## config.mk

```make
export PLATFORM = sky130hd
export DESIGN_NAME = prbs_gen_mc
export DESIGN_NICKNAME = d
export VERILOG_FILES = /design/src/rtl/prbs_pkg.sv /design/src/rtl/prbs_lfsr_core.sv /design/src/rtl/prbs_gen_mc.sv
export SDC_FILE = /design/constraint.sdc
export NUM_CORES = 1
export LEC_CHECK = 0
export CAP_MARGIN = 20
export CORE_UTILIZATION = 45
export DETAILED_ROUTE_END_ITERATION = 16
export GPL_TIMING_DRIVEN = 0
export PLACE_DENSITY = 0.67
export SYNTH_ARGS = -nofsm -noshare
export SYNTH_HDL_FRONTEND = slang
export SYNTH_HIERARCHICAL = 1
export SYNTH_SLANG_ARGS = --single-unit
```

## constraint.sdc

```tcl
create_clock -name clk -period 1.75 [get_ports clk]
set_clock_uncertainty 0.1 [all_clocks]
set_input_delay 0.175 -clock clk [delete_from_list [all_inputs] [get_ports clk]]
set_output_delay 0.175 -clock clk [all_outputs]
set_load 0.01 [all_outputs]
```

## src/rtl/prbs_pkg.sv

```systemverilog
// rtl/prbs_pkg.sv - PRBS tap presets and LFSR step/word/lock-up helper functions
package prbs_pkg;

    localparam int          PRBS7_ORDER  = 7;
    localparam logic [31:0] PRBS7_TAPS   = 32'h0000_0003;
    localparam bit          PRBS7_XNOR   = 1'b0;
    localparam int          PRBS9_ORDER  = 9;
    localparam logic [31:0] PRBS9_TAPS   = 32'h0000_0011;
    localparam bit          PRBS9_XNOR   = 1'b1;
    localparam int          PRBS15_ORDER = 15;
    localparam logic [31:0] PRBS15_TAPS  = 32'h0000_0003;
    localparam bit          PRBS15_XNOR  = 1'b0;
    localparam int          PRBS23_ORDER = 23;
    localparam logic [31:0] PRBS23_TAPS  = 32'h0000_0021;
    localparam bit          PRBS23_XNOR  = 1'b0;
    localparam int          PRBS31_ORDER = 31;
    localparam logic [31:0] PRBS31_TAPS  = 32'h0000_0009;
    localparam bit          PRBS31_XNOR  = 1'b0;

    // XNOR feedback sticks at all-ones, XOR feedback sticks at all-zeros.
    function automatic logic [31:0] lockup_value(input int order, input bit fb_xnor);
        logic [31:0] v;
        v = '0;
        if (fb_xnor) begin
            for (int i = 0; i < 32; i++) begin
                if (i < order) v[i] = 1'b1;
            end
        end
        return v;
    endfunction

    function automatic logic [31:0] lfsr_step(input logic [31:0] s, input int order,
                                              input logic [31:0] taps, input bit fb_xnor);
        logic        fb;
        logic [31:0] n;
        fb = ^(s & taps);
        if (fb_xnor) fb = ~fb;
        n = s >> 1;
        for (int i = 0; i < 32; i++) begin
            if (i == order - 1) n[i] = fb;
        end
        return n;
    endfunction

    function automatic logic [31:0] lfsr_word(input logic [31:0] s, input int order,
                                              input logic [31:0] taps, input bit fb_xnor,
                                              input int nbits);
        logic [31:0] st;
        logic [31:0] w;
        st = s;
        w  = '0;
        for (int k = 0; k < 32; k++) begin
            if (k < nbits) begin
                w[k] = st[0];
                st   = lfsr_step(st, order, taps, fb_xnor);
            end
        end
        return w;
    endfunction

    function automatic logic [31:0] lfsr_advance(input logic [31:0] s, input int order,
                                                 input logic [31:0] taps, input bit fb_xnor,
                                                 input int nsteps);
        logic [31:0] st;
        st = s;
        for (int k = 0; k < 32; k++) begin
            if (k < nsteps) st = lfsr_step(st, order, taps, fb_xnor);
        end
        return st;
    endfunction

endpackage

```

## src/rtl/prbs_lfsr_core.sv

```systemverilog
// rtl/prbs_lfsr_core.sv - one PRBS channel: state, NBITS-step unroll, word, lock-up check
module prbs_lfsr_core
    import prbs_pkg::*;
#(
    parameter int               ORDER   = 9,
    parameter logic [ORDER-1:0] TAPS    = 9'h011,
    parameter bit               FB_XNOR = 1'b1,
    parameter int               NBITS   = 1,
    parameter logic [ORDER-1:0] SEED    = '0
) (
    input  logic             clk,
    input  logic             rst,
    input  logic             i_load,
    input  logic             i_adv,
    input  logic [ORDER-1:0] i_seed,
    output logic [NBITS-1:0] o_word,
    output logic             o_at_seed,
    output logic             o_lockup
);

    localparam logic [ORDER-1:0] LOCKUP = ORDER'(lockup_value(ORDER, FB_XNOR));

    logic [ORDER-1:0] state_q, state_d;
    logic [ORDER-1:0] act_seed_q, act_seed_d;
    logic [ORDER-1:0] load_seed;

    always_comb begin
        o_lockup   = (i_seed == LOCKUP);
        load_seed  = o_lockup ? SEED : i_seed;
        state_d    = state_q;
        act_seed_d = act_seed_q;
        if (i_load) begin
            state_d    = load_seed;
            act_seed_d = load_seed;
        end else if (i_adv) begin
            state_d = ORDER'(lfsr_advance(32'(state_q), ORDER, 32'(TAPS), FB_XNOR, NBITS));
        end
    end

    assign o_word    = NBITS'(lfsr_word(32'(state_q), ORDER, 32'(TAPS), FB_XNOR, NBITS));
    assign o_at_seed = (state_q == act_seed_q);

    always_ff @(posedge clk or negedge rst) begin
        if (!rst) begin
            state_q    <= SEED;
            act_seed_q <= SEED;
        end else begin
            state_q    <= state_d;
            act_seed_q <= act_seed_d;
        end
    end

endmodule

```

## src/rtl/prbs_gen_mc.sv

```systemverilog
// rtl/prbs_gen_mc.sv - multi-channel parallel PRBS generator with valid/ready output
// Optional PRBS_ERR_INJ_EN adds i_err_inj (flips bit 0 of every channel's captured word).
module prbs_gen_mc
    import prbs_pkg::*;
#(
    parameter int                   ORDER   = 9,
    parameter logic [ORDER-1:0]     TAPS    = 9'h011,
    parameter bit                   FB_XNOR = 1'b1,
    parameter int                   NBITS   = 1,
    parameter int                   NCH     = 2,
    parameter logic [NCH*ORDER-1:0] SEEDS   = {9'h0AA, 9'h000}
) (
    input  logic                 clk,
    input  logic                 rst,
    input  logic                 i_enable,
    input  logic                 i_load,
    input  logic [NCH*ORDER-1:0] i_seed,
    input  logic                 i_ready,
`ifdef PRBS_ERR_INJ_EN
    input  logic                 i_err_inj,
`endif
    output logic [NCH*NBITS-1:0] o_data,
    output logic                 o_valid,
    output logic                 o_wrap,
    output logic                 o_lockup_err
);

    logic                 adv;
    logic [NCH*NBITS-1:0] word_all;
    logic [NCH*NBITS-1:0] inj_mask;
    logic [NCH-1:0]       at_seed;
    logic [NCH-1:0]       lockup_vec;
    logic                 unused_at_seed;

    logic [NCH*NBITS-1:0] data_q, data_d;
    logic                 valid_q, valid_d;
    logic                 wrap_q, wrap_d;
    logic                 lockup_err_q, lockup_err_d;

    assign adv = i_enable & (~valid_q | i_ready);

    for (genvar c = 0; c < NCH; c++) begin : g_ch
        prbs_lfsr_core #(
            .ORDER   (ORDER),
            .TAPS    (TAPS),
            .FB_XNOR (FB_XNOR),
            .NBITS   (NBITS),
            .SEED    (SEEDS[c*ORDER +: ORDER])
        ) u_core (
            .clk       (clk),
            .rst       (rst),
            .i_load    (i_load),
            .i_adv     (adv),
            .i_seed    (i_seed[c*ORDER +: ORDER]),
            .o_word    (word_all[c*NBITS +: NBITS]),
            .o_at_seed (at_seed[c]),
            .o_lockup  (lockup_vec[c])
        );
    end

    // Only channel 0 defines the period marker.
    assign unused_at_seed = ^at_seed;

    always_comb begin
        inj_mask = '0;
`ifdef PRBS_ERR_INJ_EN
        for (int c = 0; c < NCH; c++) begin
            inj_mask[c*NBITS] = i_err_inj;
        end
`endif
    end

    always_comb begin
        data_d       = data_q;
        valid_d      = valid_q;
        wrap_d       = wrap_q;
        lockup_err_d = 1'b0;
        if (i_load) begin
            valid_d      = 1'b0;
            wrap_d       = 1'b0;
            lockup_err_d = |lockup_vec;
        end else if (adv) begin
            data_d  = word_all ^ inj_mask;
            valid_d = 1'b1;
            wrap_d  = at_seed[0];
        end else if (valid_q && i_ready) begin
            valid_d = 1'b0;
        end
    end

    always_ff @(posedge clk or negedge rst) begin
        if (!rst) begin
            data_q       <= '0;
            valid_q      <= 1'b0;
            wrap_q       <= 1'b0;
            lockup_err_q <= 1'b0;
        end else begin
            data_q       <= data_d;
            valid_q      <= valid_d;
            wrap_q       <= wrap_d;
            lockup_err_q <= lockup_err_d;
        end
    end

    assign o_data       = data_q;
    assign o_valid      = valid_q;
    assign o_wrap       = wrap_q;
    assign o_lockup_err = lockup_err_q;

endmodule

```

==> impl_metrics.toml <==
[outcome]
status = "completed"

[worst_setup_path]
r2r_setup_slack_ps = 150
critical_path_arrival_ps = 1650
path_class = "flip-flop to flip-flop"
cp_slowest_cell = "dfrtp_1"
critPathMaxFanout = 9
required_ps = 1800
r2r_end = "g_ch[1].u_core/state_q[6]"
end_kind = "flip-flop"
r2r-start = "o_valid"
start_kind = "flip-flop"
max_stage_delay_ps = 380
path_cells = "nor2b_4 -> nor2b_1 -> buf_2 -> mux2i_1 -> o21ai_1"
reg2regPathDepth = 5

[global_routing]
grt_pass1_wl_um = 6220
track_usage_pct = 20.0
grt_max_degree = 24
grt_antenna_before_repair = 0
grt_pass1_vias = 1370
overflow = 0

[route]
drt_iter0_drc = 53
drc_errors = 0
via_per_inst = 5.40
antenna_left = 0
drt_wl_total_um = 3500
post_drt_wl_per_cell_um = 14.5
firstDrtPassIters = 4
vias = 1302

[yosys]
syn-num-nets = 181
synth_area_sq_um = 1710
yosys_warnings = 6
synthCells = 158
syn_area_per_cell_sq_um = 10.8

[die]
die-area_sq_um = 4040
ios = 28
start_util_pct = 46.6
core_area_sq_um = 3660
fp.dieW_um = 63.6
num_rows = 22
die_h_um = 63.6

[placed_design]
dp_slack_ps = -334
routabilityCongestion = 0.773
io_buffers = 27
dpl-instance-area_sq_um = 2060
hpwl_um = 2710
dpl.cell_count = 234

[job]
cap_violations = 0

[clock_tree]
holdBufCountCts = 0
cts_buffers = 5
postCtsSetupBuffers = 0
worstSkewPairLatency_ps = 280
htreeDepth = 2
clock_sinks = 32
cts_tree = "yes"
cts_buffer_depth = 2
clockRootBuffer = "clkbuf_8"
cts.clk_slew.worst_paths_ps = 60

[cells_and_area]
fin_area_sq_um = 2160
syn_to_final_growth_pct = 26.7
nNetsFinal = 216
final_util_pct = 59.0
stdcell_count = 241
drive_gt1_share_pct = 14.0
antenna_cells = 0

[timing]
finalHoldViolCount = 0
fin_crit_sh_pct = 91.3
rsz0062_at_grt = "false"
drv_slew = 0
maxSlewHeadroom_pct = 39.3
worst_slack_ps = 152
tightest_slew_ps = 911
fmax_ghz = 0.626
finalSetupViolCount = 0
min_period_ps = 1600

[pwr]
ir_worst_vdd_mv = 0.536
p_per_area_nw_per_um2 = 851
power.total_mw = 1.84
p_leak_nw = 0.887

[hold_path]
holdCritPathClass = "input port to asynchronous set/reset pin"
layer usage:
layer / GRT usage (%) / share of wire, % / routed length, um / vias up
met5: 0 / 0 / 0 / -
met4: 7.95 / 1.7 / 58 / 0
met3: 3.80 / 2.8 / 97 / 8
met2: 31.8 / 47 / 1640 / 25
met1: 26.6 / 49 / 1710 / 625
li1: - / - / - / 644
where the power goes:
part	leakage, nW	internal (mW)	switching, mW
Clock	0.0503	0.349	0.239
Sequential	0.387	0.826	0.0601
Combinational	0.450	0.188	0.176
Total	0.887	1.36	0.476
flip-flops by register name, indices dropped and copies added (netlist names):
signal                  count
o_data                      2
o_valid                     1
o_lockup_err                1
g_ch.u_core/act_seed_q      9
g_ch.u_core/state_q        18
o_wrap                      1
through the flow:
stage | hold slack (ps) | TNS, ps
after global placement | 368 | -10460
after detailed placement | 378 | -6620
after floorplan | -221 | 0
after global routing | 301 | 0
after CTS | 272 | 0
final | 249 | 0
critical path, delay by kind of cell, from the launching register on:
family | cells | cell delay [ps]
buffers and inverters | 1 | 330
AOI/OAI and AO/OA | 1 | 80
muxes | 1 | 230
DFF | 1 | 380
and+or+nand+nor | 2 | 360
worst max path at each step:
stage             from                           end  slack, ps  cells past startpoint
6_report       o_valid     g_ch[1].u_core/state_q[6]        150                      5
5_1_grt        o_valid     g_ch[1].u_core/state_q[6]         30                      5
4_1_cts        o_valid     g_ch[0].u_core/state_q[8]         90                      5
3_5_place_dp    i_load                     o_data[0]       -330                      3
3_3_place_gp    i_load  g_ch[0].u_core/act_seed_q[6]       -300                      3
2_1_floorplan  o_valid     g_ch[0].u_core/state_q[2]        270                      5
repair_timing:
item,4_1_cts,5_1_grt
resized for setup,1,1
hold endpoints to repair,0,0
endpoints found under the setup margin,12,1
pin swaps,0,0
cells in the final DEF, fill, tap and decap left out, types with 3 or more instances in the layout:
master and instances:
o311ai_1 9, o311ai_2 5, nand2_1 15, o21ai_1 23
dfrtp_1 28, inv_1 12, xnor2_1 9, mux2i_1 19
buf_2 3, o21ai_0 4, clkbuf_8 7, nand4_1 3
nand3_1 3, clkdlybuf4s50_1 26, dfstp_2 4
layout make-up:
cell class	instances	area (sq um)
Fill cell	321	1500
Timing Repair Buffer	28	297
Sequential cell	32	806
Buffer	6	33.8
Inverter	12	45.0
Tap cell	48	60.1
Clock buffer	7	96.3
Multi-Input combinational cell	108	823
Power figures use the tool's default switching activity.
